**config.mk**
```make
export PLATFORM = sky130hd
export DESIGN_NAME = memarb
export DESIGN_NICKNAME = d
export VERILOG_FILES = /design/src/rtl/memarb.sv
export SDC_FILE = /design/constraint.sdc
export NUM_CORES = 1
export LEC_CHECK = 0
export ABC_AREA = 1
export BUFFER_PORTS_ARGS = -buffer_cell sky130_fd_sc_hd__buf_2
export CORE_ASPECT_RATIO = 1.75
export CORE_MARGIN = 3
export CORE_UTILIZATION = 43
export CTS_BUF_LIST = sky130_fd_sc_hd__clkbuf_4
export CTS_CLUSTER_SIZE = 25
export DETAILED_ROUTE_END_ITERATION = 6
export GPL_TIMING_DRIVEN = 0
export PLACE_DENSITY = 0.81
export SYNTH_ARGS = -nofsm -noshare
export SYNTH_HDL_FRONTEND = slang
export SYNTH_SLANG_ARGS = --single-unit
export TNS_END_PERCENT = 20
```
**constraint.sdc**
```tcl
create_clock -name clk -period 1.2 [get_ports clk]
set_clock_uncertainty 0.2 [all_clocks]
set_input_delay 0.18 -clock clk [delete_from_list [all_inputs] [get_ports clk]]
set_output_delay 0.18 -clock clk [all_outputs]
set_load 0.01 [all_outputs]
```
**src/rtl/memarb.sv**
```systemverilog
// Two-port arbiter/sequencer for the shared 64 x 8 external memory.
// Serialises r0/r1 request/ack transactions onto registered memory strobes.
module memarb #(
  parameter int AW         = 6,
  parameter int DW         = 8,
  parameter bit FIXED_PRIO = 1'b0
) (
  input  logic          clk,
  input  logic          reset,
  input  logic          r0_req,
  input  logic          r0_we,
  input  logic [AW-1:0] r0_addr,
  input  logic [DW-1:0] r0_wdata,
  output logic          r0_ack,
  output logic [DW-1:0] r0_rdata,
  input  logic          r1_req,
  input  logic          r1_we,
  input  logic [AW-1:0] r1_addr,
  input  logic [DW-1:0] r1_wdata,
  output logic          r1_ack,
  output logic [DW-1:0] r1_rdata,
  output logic [AW-1:0] mem_addr,
  output logic [DW-1:0] mem_din,
  output logic          mem_read,
  output logic          mem_write,
  input  logic [DW-1:0] mem_dout
);

  typedef enum logic [1:0] {
    IDLE   = 2'd0,
    ACCESS = 2'd1,
    DONE   = 2'd2
  } state_t;

  state_t state_r;
  state_t state_s;
  logic   start_s;
  logic   grant_s;
  logic   win_r;
  logic   last_r;

  // FSM state register
  always_ff @(posedge clk) begin
    if (!reset) begin
      state_r <= IDLE;
    end else begin
      state_r <= state_s;
    end
  end

  // Next state and winner selection; inputs only matter while IDLE
  always_comb begin
    state_s = state_r;
    start_s = 1'b0;
    grant_s = 1'b0;
    case (state_r)
      IDLE: begin
        if (r0_req || r1_req) begin
          start_s = 1'b1;
          state_s = ACCESS;
          if (r0_req && r1_req) begin
            // last_r = 1 means r1 was granted last, so r0 takes the tie
            grant_s = FIXED_PRIO ? 1'b0 : ~last_r;
          end else begin
            grant_s = r1_req;
          end
        end else begin
          state_s = IDLE;
        end
      end
      ACCESS:  state_s = DONE;
      DONE:    state_s = IDLE;
      default: state_s = IDLE;
    endcase
  end

  // Memory strobes, acks, read-data capture and arbitration history
  always_ff @(posedge clk) begin
    if (!reset) begin
      mem_addr  <= '0;
      mem_din   <= '0;
      mem_read  <= 1'b0;
      mem_write <= 1'b0;
      r0_ack    <= 1'b0;
      r1_ack    <= 1'b0;
      r0_rdata  <= '0;
      r1_rdata  <= '0;
      win_r     <= 1'b0;
      last_r    <= 1'b1;
    end else begin
      r0_ack <= 1'b0;
      r1_ack <= 1'b0;
      case (state_r)
        IDLE: begin
          if (start_s) begin
            mem_addr  <= grant_s ? r1_addr : r0_addr;
            mem_din   <= grant_s ? r1_wdata : r0_wdata;
            mem_write <= grant_s ? r1_we : r0_we;
            mem_read  <= grant_s ? ~r1_we : ~r0_we;
            win_r     <= grant_s;
            last_r    <= grant_s;
          end
        end
        ACCESS: begin
          mem_read  <= 1'b0;
          mem_write <= 1'b0;
          if (win_r) begin
            r1_ack <= 1'b1;
            if (mem_read) begin
              r1_rdata <= mem_dout;
            end
          end else begin
            r0_ack <= 1'b1;
            if (mem_read) begin
              r0_rdata <= mem_dout;
            end
          end
        end
        DONE: begin
          mem_read  <= 1'b0;
          mem_write <= 1'b0;
        end
        default: begin
          mem_read  <= 1'b0;
          mem_write <= 1'b0;
        end
      endcase
    end
  end

endmodule
```
==> results of run 1 <==
flip-flops by register name (all words and copies together), names as in the netlist:
name,flops
mem_write,1
mem_read,1
r0_ack,1
r0_rdata,8
state_r,2
mem_din,8
last_r,1
mem_addr,6
r1_ack,1
r1_rdata,8
win_r,1
worst max-delay path by stage:
stage | cells past startpoint | slack, ns | end | startpoint
4_1_cts | 6 | -0.13 | mem_addr[4] | state_r[0]
2_1_floorplan | 7 | -0.04 | mem_din[4] | state_r[0]
3_5_place_dp | 7 | -0.17 | mem_din[4] | state_r[0]
5_1_grt | 7 | -0.33 | mem_din[7] | state_r[1]
3_3_place_gp | 7 | -0.17 | mem_din[4] | state_r[0]
6_report | 7 | -0.26 | mem_din[7] | state_r[1]
routing by layer:
metal  track usage, %  vias to the layer above  share of wire (%)
met3             6.69                       18                6.1
li1                 -                      954                  -
met4             11.6                        0                3.2
met1             20.7                      899                 33
met2             47.7                      106                 58
met5                0                        -                  0
logic make-up (layout without fill, tap and decap cells):
| family | count (synthesis) | after routing | share of synthesized area [%] |
|---|---|---|---|
| AND/OR/NAND/NOR | 115 | 115 | 31.5 |
| flip-flops | 38 | 38 | 47.2 |
| buffers and inverters | 35 | 164 | 9.08 |
| AO/OA/AOI/OAI | 37 | 37 | 12.3 |
synth_stat cells:
| library cell | n | area share, % |
|---|---|---|
| buf_6 | 1 | 0.70 |
| inv_2 | 3 | 0.70 |
| or2_2 | 3 | 1.2 |
| o21ai_0 | 23 | 7.1 |
| buf_2 | 3 | 0.93 |
| nand3_2 | 3 | 1.9 |
| nor2_1 | 39 | 9.1 |
| dfxtp_1 | 38 | 47 |
| nor2_4 | 1 | 0.70 |
| or2_0 | 9 | 3.5 |
| nand2_1 | 52 | 12 |
| a21boi_1 | 3 | 1.4 |
| inv_1 | 25 | 5.8 |
| a21boi_0 | 2 | 0.93 |
| nor2_2 | 2 | 0.78 |
| nand2_4 | 1 | 0.70 |
| buf_4 | 1 | 0.47 |
| nand3_1 | 4 | 1.2 |
| a21oi_1 | 9 | 2.8 |
| nand4_1 | 1 | 0.39 |
| clkbuf_1 | 2 | 0.47 |
critical path, stage by stage (launching register included):
cell	delay (ns)
dfxtp_4	0.39
inv_2	0.07
nand2_4	0.06
nor2_4	0.18
buf_4	0.16
nand2_4	0.07
nand2_1	0.12
a21boi_2	0.16
timing repair:
action,in CTS,in global routing
gates cloned,0,0
hold endpoints to repair,34,1
buffers inserted,3,9
resized for setup,44,74
pin swaps,4,8
endpoints found under the setup margin,58,71
final cells by class:
class	count	share of cell area, %
clock buffers	5	1.28
flip-flops and latches	38	27.8
multi-input cells	152	26.7
repair buffers	122	35.4
clock inverters	3	1.37
inverters	28	3.94
well taps	45	1.93
plain buffers	6	1.58
report_power, final:
part	switching, mW	internal, mW
combinational	0.414	0.487
sequential	0.0848	1.37
clock	0.419	0.432
total	0.919	2.29
==> results.tsv, run 1 <==
stage	metric	value	unit
min_path	worst hold path class	input pin to register	
pwr	leak pwr	1.45	nW
layout	most frequent cells in the layout	48 x nand2_1, 44 x buf_2, 38 x nor2_1	
floorplan	Initial Util	46.0	%
floorplan	row cnt	28	
setup_path	reg2reg end	mem_din[7]	
min_path	hold path start	reset	
detailed_routing	first drt pass iteration count	5	
pwr	Final Power	3.21	mW
timing	minimum clock period	1.46	ns
pwr	VDD IR max	1.12	mV
global_route	All-Layer GR Usage	24.2	%
min_path	Min-Delay Endpoint	state_r[0]	
cts	hold-fix buffers at CTS	35	
timing	WHS	-0.00909	ns
timing	Fin Setup TNS	-4.68	ns
setup_path	Crit. End Element	register	
cts	Root Driver	clkbuf_4	
layout	share of cells above drive strength 1	44.4	%
timing	final hold vios	1	
place	Area after DPL	2060	um^2
timing	fmax	685	MHz
yosys	Seq/Total Area, Yosys	47.2	%
timing	setup ws final	-0.260	ns
setup_path	reg2reg path depth	7	
timing	RSZ-0062 raised after global routing	true	
timing	Pins Over Slew Limit	0	
place	Cells after DPL	345	
setup_path	flop-to-flop setup slack	-0.26	ns
status	outcome	finished, violations left	
timing	Setup-failing EPs final	38	
layout	sequential cell area	812	um^2
place	PortBufs	75	
yosys	Avg Inst Size Synth	7.17	um^2
layout	Nets	395	
floorplan	I/O Pins	76	
floorplan	Die Wd	52.3	um
yosys	FF+latch count, synth	38	
floorplan	die height	87.0	um
global_route	initial antenna violation count	0	
place	DPL Wire Length	3.09	mm
yosys	cell area after synthesis	1610	um^2
detailed_routing	Detailed Route WL	5.81	mm
cts	CTS max path bufs	2	
global_route	largest net degree at the start of global routing	13	
cts	worst-skew pair later-pin latency	0.34	ns
detailed_routing	post-DR wirelength/cell	14.6	um
yosys	Yosys warning count	0	
setup_path	CP Class	register to register	
min_path	WHS Path Cells	3	
timing	Final Cycle Share	122	%
pwr	PwrDens	1100	nW/um^2
detailed_routing	Post-DRT Antenna Nets	0	
yosys	Yosys cell types	21	
status	failing checks	hold timing, setup timing	
layout	non-filler cells, final	399	
detailed_routing	Detailed Route Iter0 Violations	72	
setup_path	worst reg2reg path startpoint	state_r[1]	
timing	relative slew slack	75.5	%
layout	fin util	83.5	%
setup_path	Worst Setup Start Kind	register	
cts	H-tree levels	2	
detailed_routing	DR DRC count	0	
yosys	Syn Nets	267	
timing	Slew @ Worst Pin	0.367	ns
layout	most common cell after layout, fill and taps aside	nand2_1	
global_route	vias in the first global route	1977	
place	Place WS	-0.174	ns
layout	area of the multi-input gates	781	um^2
global_route	first-pass GRT wire length	8.18	mm
cts	CTS Sinks	38	
floorplan	die area	4550	um^2
layout	area delta synth->final	81.3	%
detailed_routing	Vias	1977	
setup_path	Max Fanout on Critical Path	8	
cts	clock-pin slew on the worst setup and hold paths	0.12	ns
run	Max Cap Viol	0	
global_route	GR Overflow Total	0	
cts	total CTS buffers	5	
setup_path	Data required, critical path	1.28	ns
cts	CTS tree	done	
setup_path	data arrival time of the critical path	1.54	ns
layout	fin area	2920	um^2
floorplan	core area	3500	um^2
layout	Fillers	177	
yosys	Synth Instances	225	
place	GPL Wtd Cong	0.761	
layout	# diodes	0	
detailed_routing	drt via density	4.95	
Note: power is estimated with default switching activity, not from simulation.
==> run 2, diff against run 1 <==
HOLD_SLACK_MARGIN = 0.02   (was not set)
==> results.tsv, run 2 (synthesized netlist as in run 1, its figures left out) <==
stage	metric	value	unit	change
status	outcome	finished, violations left		
status	failing checks	hold timing, setup timing		
detailed_routing	Detailed Route Iter0 Violations	111		+54%
floorplan	I/O Pins	76		unchanged
place	Area after DPL	2060	um^2	unchanged
layout	Fillers	172		-2.8%
global_route	vias in the first global route	2056		+4.0%
layout	most frequent cells in the layout	46 x nand2_1, 45 x buf_2, 39 x dlygate4sd3_1		
cts	CTS tree	done		
setup_path	reg2reg end	mem_din[1]		
setup_path	worst reg2reg path startpoint	state_r[0]		
pwr	Final Power	3.29	mW	+2.5%
global_route	largest net degree at the start of global routing	13		unchanged
setup_path	reg2reg path depth	7		unchanged
layout	fin util	85.5	%	+2.0 points
layout	fin area	2990	um^2	+2.4%
cts	Root Driver	clkbuf_4		
timing	Pins Over Slew Limit	0		unchanged
floorplan	die area	4550	um^2	unchanged
detailed_routing	Detailed Route WL	6.64	mm	+14%
setup_path	flop-to-flop setup slack	-0.26	ns	about the same
setup_path	data arrival time of the critical path	1.55	ns	about the same
place	Place WS	-0.174	ns	unchanged
global_route	first-pass GRT wire length	8.46	mm	+3.5%
timing	Setup-failing EPs final	49		+29%
cts	total CTS buffers	5		unchanged
timing	Slew @ Worst Pin	0.394	ns	+0.0271 ns
pwr	leak pwr	1.47	nW	+1.9%
floorplan	die height	87.0	um	unchanged
layout	Nets	400		+1.3%
place	PortBufs	75		unchanged
place	Cells after DPL	345		unchanged
place	GPL Wtd Cong	0.761		unchanged
global_route	GR Overflow Total	0		unchanged
detailed_routing	Vias	2099		+6.2%
cts	hold-fix buffers at CTS	39		+11%
floorplan	Die Wd	52.3	um	unchanged
min_path	Min-Delay Endpoint	state_r[0]		
floorplan	core area	3500	um^2	unchanged
timing	final hold vios	1		unchanged
global_route	All-Layer GR Usage	25.1	%	+0.85 points
min_path	hold path start	reset		
detailed_routing	DR DRC count	0		unchanged
timing	minimum clock period	1.46	ns	+0.00153 ns
cts	worst-skew pair later-pin latency	0.36	ns	+0.02 ns
setup_path	CP Class	register to register		
timing	WHS	-0.0298	ns	-0.0207 ns
timing	Fin Setup TNS	-6.02	ns	-1.34 ns
timing	setup ws final	-0.261	ns	-0.00153 ns
cts	CTS Sinks	38		unchanged
cts	H-tree levels	2		unchanged
setup_path	Max Fanout on Critical Path	8		unchanged
timing	Final Cycle Share	122	%	+0.13 points
pwr	PwrDens	1100	nW/um^2	about the same
min_path	WHS Path Cells	3		unchanged
run	Max Cap Viol	0		unchanged
layout	most common cell after layout, fill and taps aside	nand2_1		
place	DPL Wire Length	3.09	mm	unchanged
detailed_routing	first drt pass iteration count	4		-1
setup_path	Worst Setup Start Kind	register		
min_path	worst hold path class	input pin to register		
detailed_routing	post-DR wirelength/cell	16.4	um	+13%
layout	non-filler cells, final	404		+1.3%
global_route	initial antenna violation count	0		unchanged
layout	area delta synth->final	85.6	%	
timing	relative slew slack	73.7	%	-1.8 points
floorplan	row cnt	28		unchanged
cts	CTS max path bufs	2		unchanged
timing	RSZ-0062 raised after global routing	true		
layout	Top Registers	mem_din x8, r0_rdata x8, r1_rdata x8		
layout	# diodes	0		unchanged
detailed_routing	drt via density	5.20		+4.9%
setup_path	Data required, critical path	1.29	ns	about the same
layout	share of cells above drive strength 1	45.7	%	+1.3 points
setup_path	Crit. End Element	register		
floorplan	Initial Util	46.0	%	unchanged
cts	clock-pin slew on the worst setup and hold paths	0.14	ns	+0.02 ns
pwr	VDD IR max	1.18	mV	+6.0%
timing	fmax	684	MHz	-0.10%
detailed_routing	Post-DRT Antenna Nets	0		unchanged
## run 2: worst max path at each step
stage               start  cells after the start  slack [ns]          end
3_3_place_gp   state_r[0]                      7       -0.17   mem_din[4]
5_1_grt        state_r[0]                      7       -0.31   mem_din[7]
2_1_floorplan  state_r[0]                      7       -0.04   mem_din[4]
4_1_cts        state_r[0]                      6       -0.13  mem_addr[4]
6_report       state_r[0]                      7       -0.26   mem_din[1]
3_5_place_dp   state_r[0]                      7       -0.17   mem_din[4]
## run 2: area by class of cell
cell class                 count  area, um^2  area share (%)
timing repair buffer         126        1070            35.7
multi-input combinational    153         815            27.2
sequential                    38         811            27.1
inverter                      28         115            3.84
tap                           45        56.3            1.88
buffer                         6        50.0            1.67
clock inverter                 3        40.0            1.34
clock buffer                   5        37.5            1.25
## run 2: repair_timing
| action | in CTS | in global routing |
|---|---|---|
| pin swaps | 4 | 13 |
| endpoints found under the hold margin | 34 | 1 |
| gates resized for setup | 44 | 78 |
| setup buffers | 3 | 9 |
| setup endpoints to repair | 58 | 71 |
| gates cloned | 0 | 1 |
## run 2: metal layers
layer  track usage, %  wire length, um
met1             21.5             2180
met2             49.8             3730
met3             6.17              386
met4             12.3              346
met5                0                0
## run 2: worst max-delay path: stages (launching register included)
cell	delay, ns
dfxtp_4	0.39
inv_4	0.08
nand2_4	0.06
nor2_4	0.18
buf_4	0.15
nand2_4	0.07
nand2_1	0.07
a21boi_1	0.19
## run 2: power breakdown
part	internal, mW	switching, mW
Combinational	0.495	0.446
Clock	0.432	0.451
Sequential	1.37	0.0929
Total	2.30	0.990
==> run 3, diff against run 2 <==
CORE_UTILIZATION = 40   (was 43)
PLACE_DENSITY = 0.76   (was 0.81)
==> results.tsv, run 3 (synthesized netlist as in run 1, its figures left out) <==
stage	metric	value	unit	change
timing	Final Cycle Share	115	%	-6.6 points
setup_path	crit path to	mem_din[1]		
cts	H-tree levels	2		unchanged
timing	Pins Over Slew Limit	0		unchanged
layout	most common cell after layout, fill and taps aside	buf_2		
detailed_routing	Post-DRT Antenna Nets	0		unchanged
setup_path	critical path's top delay family	flip-flops		
setup_path	worst path buffer plus inverter count	2		unchanged
global_route	GR Layer Usage met2	41.9	%	-7.9 points
global_route	GR peak layer	met2		
floorplan	die area	4860	um^2	+6.8%
setup_path	reg2reg end	mem_din[1]		
place	GPL Wtd Cong	0.763		+0.35%
setup_path	worst reg2reg path startpoint	state_r[0]		
setup_path	data arrival time of the critical path	1.45	ns	-0.10 ns
global_route	initial antenna violation count	0		unchanged
layout	Nets	396		-1.0%
place	PortBufs	75		unchanged
floorplan	Die Wd	54	um	+3.3%
setup_path	slowest stage cell, crit path	dfxtp_4		
global_route	met1 Use GR	21.4	%	-0.031 points
run	Max Cap Viol	0		unchanged
pwr	VDD IR max	0.727	mV	-39%
cts	worst-skew pair later-pin latency	0.34	ns	-0.02 ns
detailed_routing	post-DR wirelength/cell	14.8	um	-9.9%
detailed_routing	first drt pass iteration count	4		unchanged
global_route	GR Overflow Total	0		unchanged
global_route	first-pass GRT wire length	8.20	mm	-3.1%
global_route	largest net degree at the start of global routing	12		-1
status	failing checks	hold timing, setup timing		
floorplan	die height	90	um	+3.4%
timing	RSZ-0062 raised after global routing	true		
floorplan	row cnt	29		+3.6%
status	outcome	finished, violations left		
timing	Setup-failing EPs final	38		-22%
setup_path	Levels on crit path	7		unchanged
detailed_routing	Detailed Route WL	5.94	mm	-11%
cts	total CTS buffers	5		unchanged
timing	WHS	-0.00142	ns	+0.0284 ns
setup_path	Crit. End Element	register		
layout	most frequent cells in the layout	47 x buf_2, 44 x nand2_1, 38 x dlygate4sd3_1		
cts	CTS tree	done		
timing	setup ws final	-0.182	ns	+0.0791 ns
pwr	leak pwr	1.46	nW	-0.99%
layout	Top Registers	mem_din x8, r0_rdata x8, r1_rdata x8		
global_route	vias in the first global route	1877		-8.7%
min_path	worst hold path class	input pin to register		
setup_path	reg2reg path depth	7		unchanged
cts	CTS Sinks	38		unchanged
timing	minimum clock period	1.38	ns	-0.0791 ns
global_route	met3 Use GR	5.46	%	-0.71 points
floorplan	core area	3740	um^2	+6.7%
floorplan	I/O Pins	76		unchanged
timing	final hold vios	1		unchanged
setup_path	CP Class	register to register		
layout	area delta synth->final	83.6	%	
cts	Root Driver	clkbuf_4		
timing	Fin Setup TNS	-4.18	ns	+1.83 ns
global_route	All-Layer GR Usage	22.2	%	-2.9 points
layout	# diodes	0		unchanged
setup_path	flop-to-flop setup slack	-0.18	ns	+0.08 ns
cts	CTS max path bufs	2		unchanged
setup_path	Worst Setup Start Kind	register		
timing	relative slew slack	67.0	%	-6.8 points
setup_path	cell mode on critical path	nand2_4		
timing	Slew @ Worst Pin	0.496	ns	+0.101 ns
setup_path	crit-path cells	inv_4 > nand2_4 > nor2_4 > buf_12 > nand2_4 > nand2_1 > a21boi_1		
detailed_routing	drt via density	4.84		-6.9%
setup_path	Worst path max stage delay	0.38	ns	about the same
setup_path	Data required, critical path	1.27	ns	-0.02 ns
detailed_routing	Vias	1940		-7.6%
floorplan	Initial Util	43.2	%	-2.9 points
setup_path	Max Fanout on Critical Path	8		unchanged
layout	share of cells above drive strength 1	45.9	%	+0.23 points
timing	fmax	723	MHz	+5.7%
detailed_routing	DR DRC count	0		unchanged
cts	hold-fix buffers at CTS	38		-2.6%
setup_path	Worst setup startpoint	state_r[0]		
place	DPL Wire Length	3.07	mm	-0.77%
cts	clock-pin slew on the worst setup and hold paths	0.11	ns	-0.03 ns
detailed_routing	Detailed Route Iter0 Violations	64		-42%
pwr	PwrDens	1020	nW/um^2	-7.2%
==> run 3: worst min-delay path by stage <==
stage	from	end	slack (ns)	cells past startpoint
floorplan	reset	state_r[0]	0.11	2
global placement	mem_write	mem_write	0.25	2
detailed placement	mem_dout[7]	r1_rdata[7]	0.25	3
CTS	reset	state_r[0]	-0.02	3
global route	reset	state_r[0]	0.006	3
finish	reset	state_r[0]	-0.001	3
==> run 3: cell type report <==
type | count | area, um^2
Inverter | 28 | 113
Timing Repair Buffer | 122 | 1030
Fill cell | 238 | 776
Multi-Input combinational cell | 152 | 828
Tap cell | 46 | 57.6
Buffer | 7 | 65.1
Clock inverter | 2 | 8.76
Sequential cell | 38 | 810
Clock buffer | 6 | 45.0
==> run 3: per-layer routing <==
layer	share of wire, %	wire length [um]
met2	58	3450
met5	0	0
met3	5.3	314
met1	34	2000
met4	2.9	170
==> run 3: metrics by stage <==
step	setup slack, ns	cells	instance area, um^2	total power, mW	util, %
2_1_floorplan	-0.0382	225	1620	1.76	-
3_3_place_gp	-0.175	346	2060	1.97	55.0
3_5_place_dp	-0.181	346	2060	1.99	55.0
4_1_cts	-0.104	397	2660	2.83	71.0
5_1_grt	-0.246	401	2960	3.16	79.2
6_report	-0.182	401	2960	3.02	79.2
==> run 3: power breakdown <==
| part | switching, mW | internal [mW] | leakage (nW) |
|---|---|---|---|
| sequential | 0.0876 | 1.37 | 0.325 |
| combinational | 0.427 | 0.494 | 1.10 |
| clock | 0.396 | 0.243 | 0.0331 |
| total | 0.911 | 2.11 | 1.46 |
==> run 3: worst min-delay path, delay by kind of cell <==
family / cells / cell delay [ns]
and+or+nand+nor: 1 / 0.12
buffers and inverters: 2 / 0.20
==> run 3: what timing repair did <==
item,4_1_cts,5_1_grt
gates resized for setup,53,69
buffers inserted,4,3
pin swaps,8,9
setup endpoints to repair,47,69
endpoints found under the hold margin,35,1
cloned,1,1
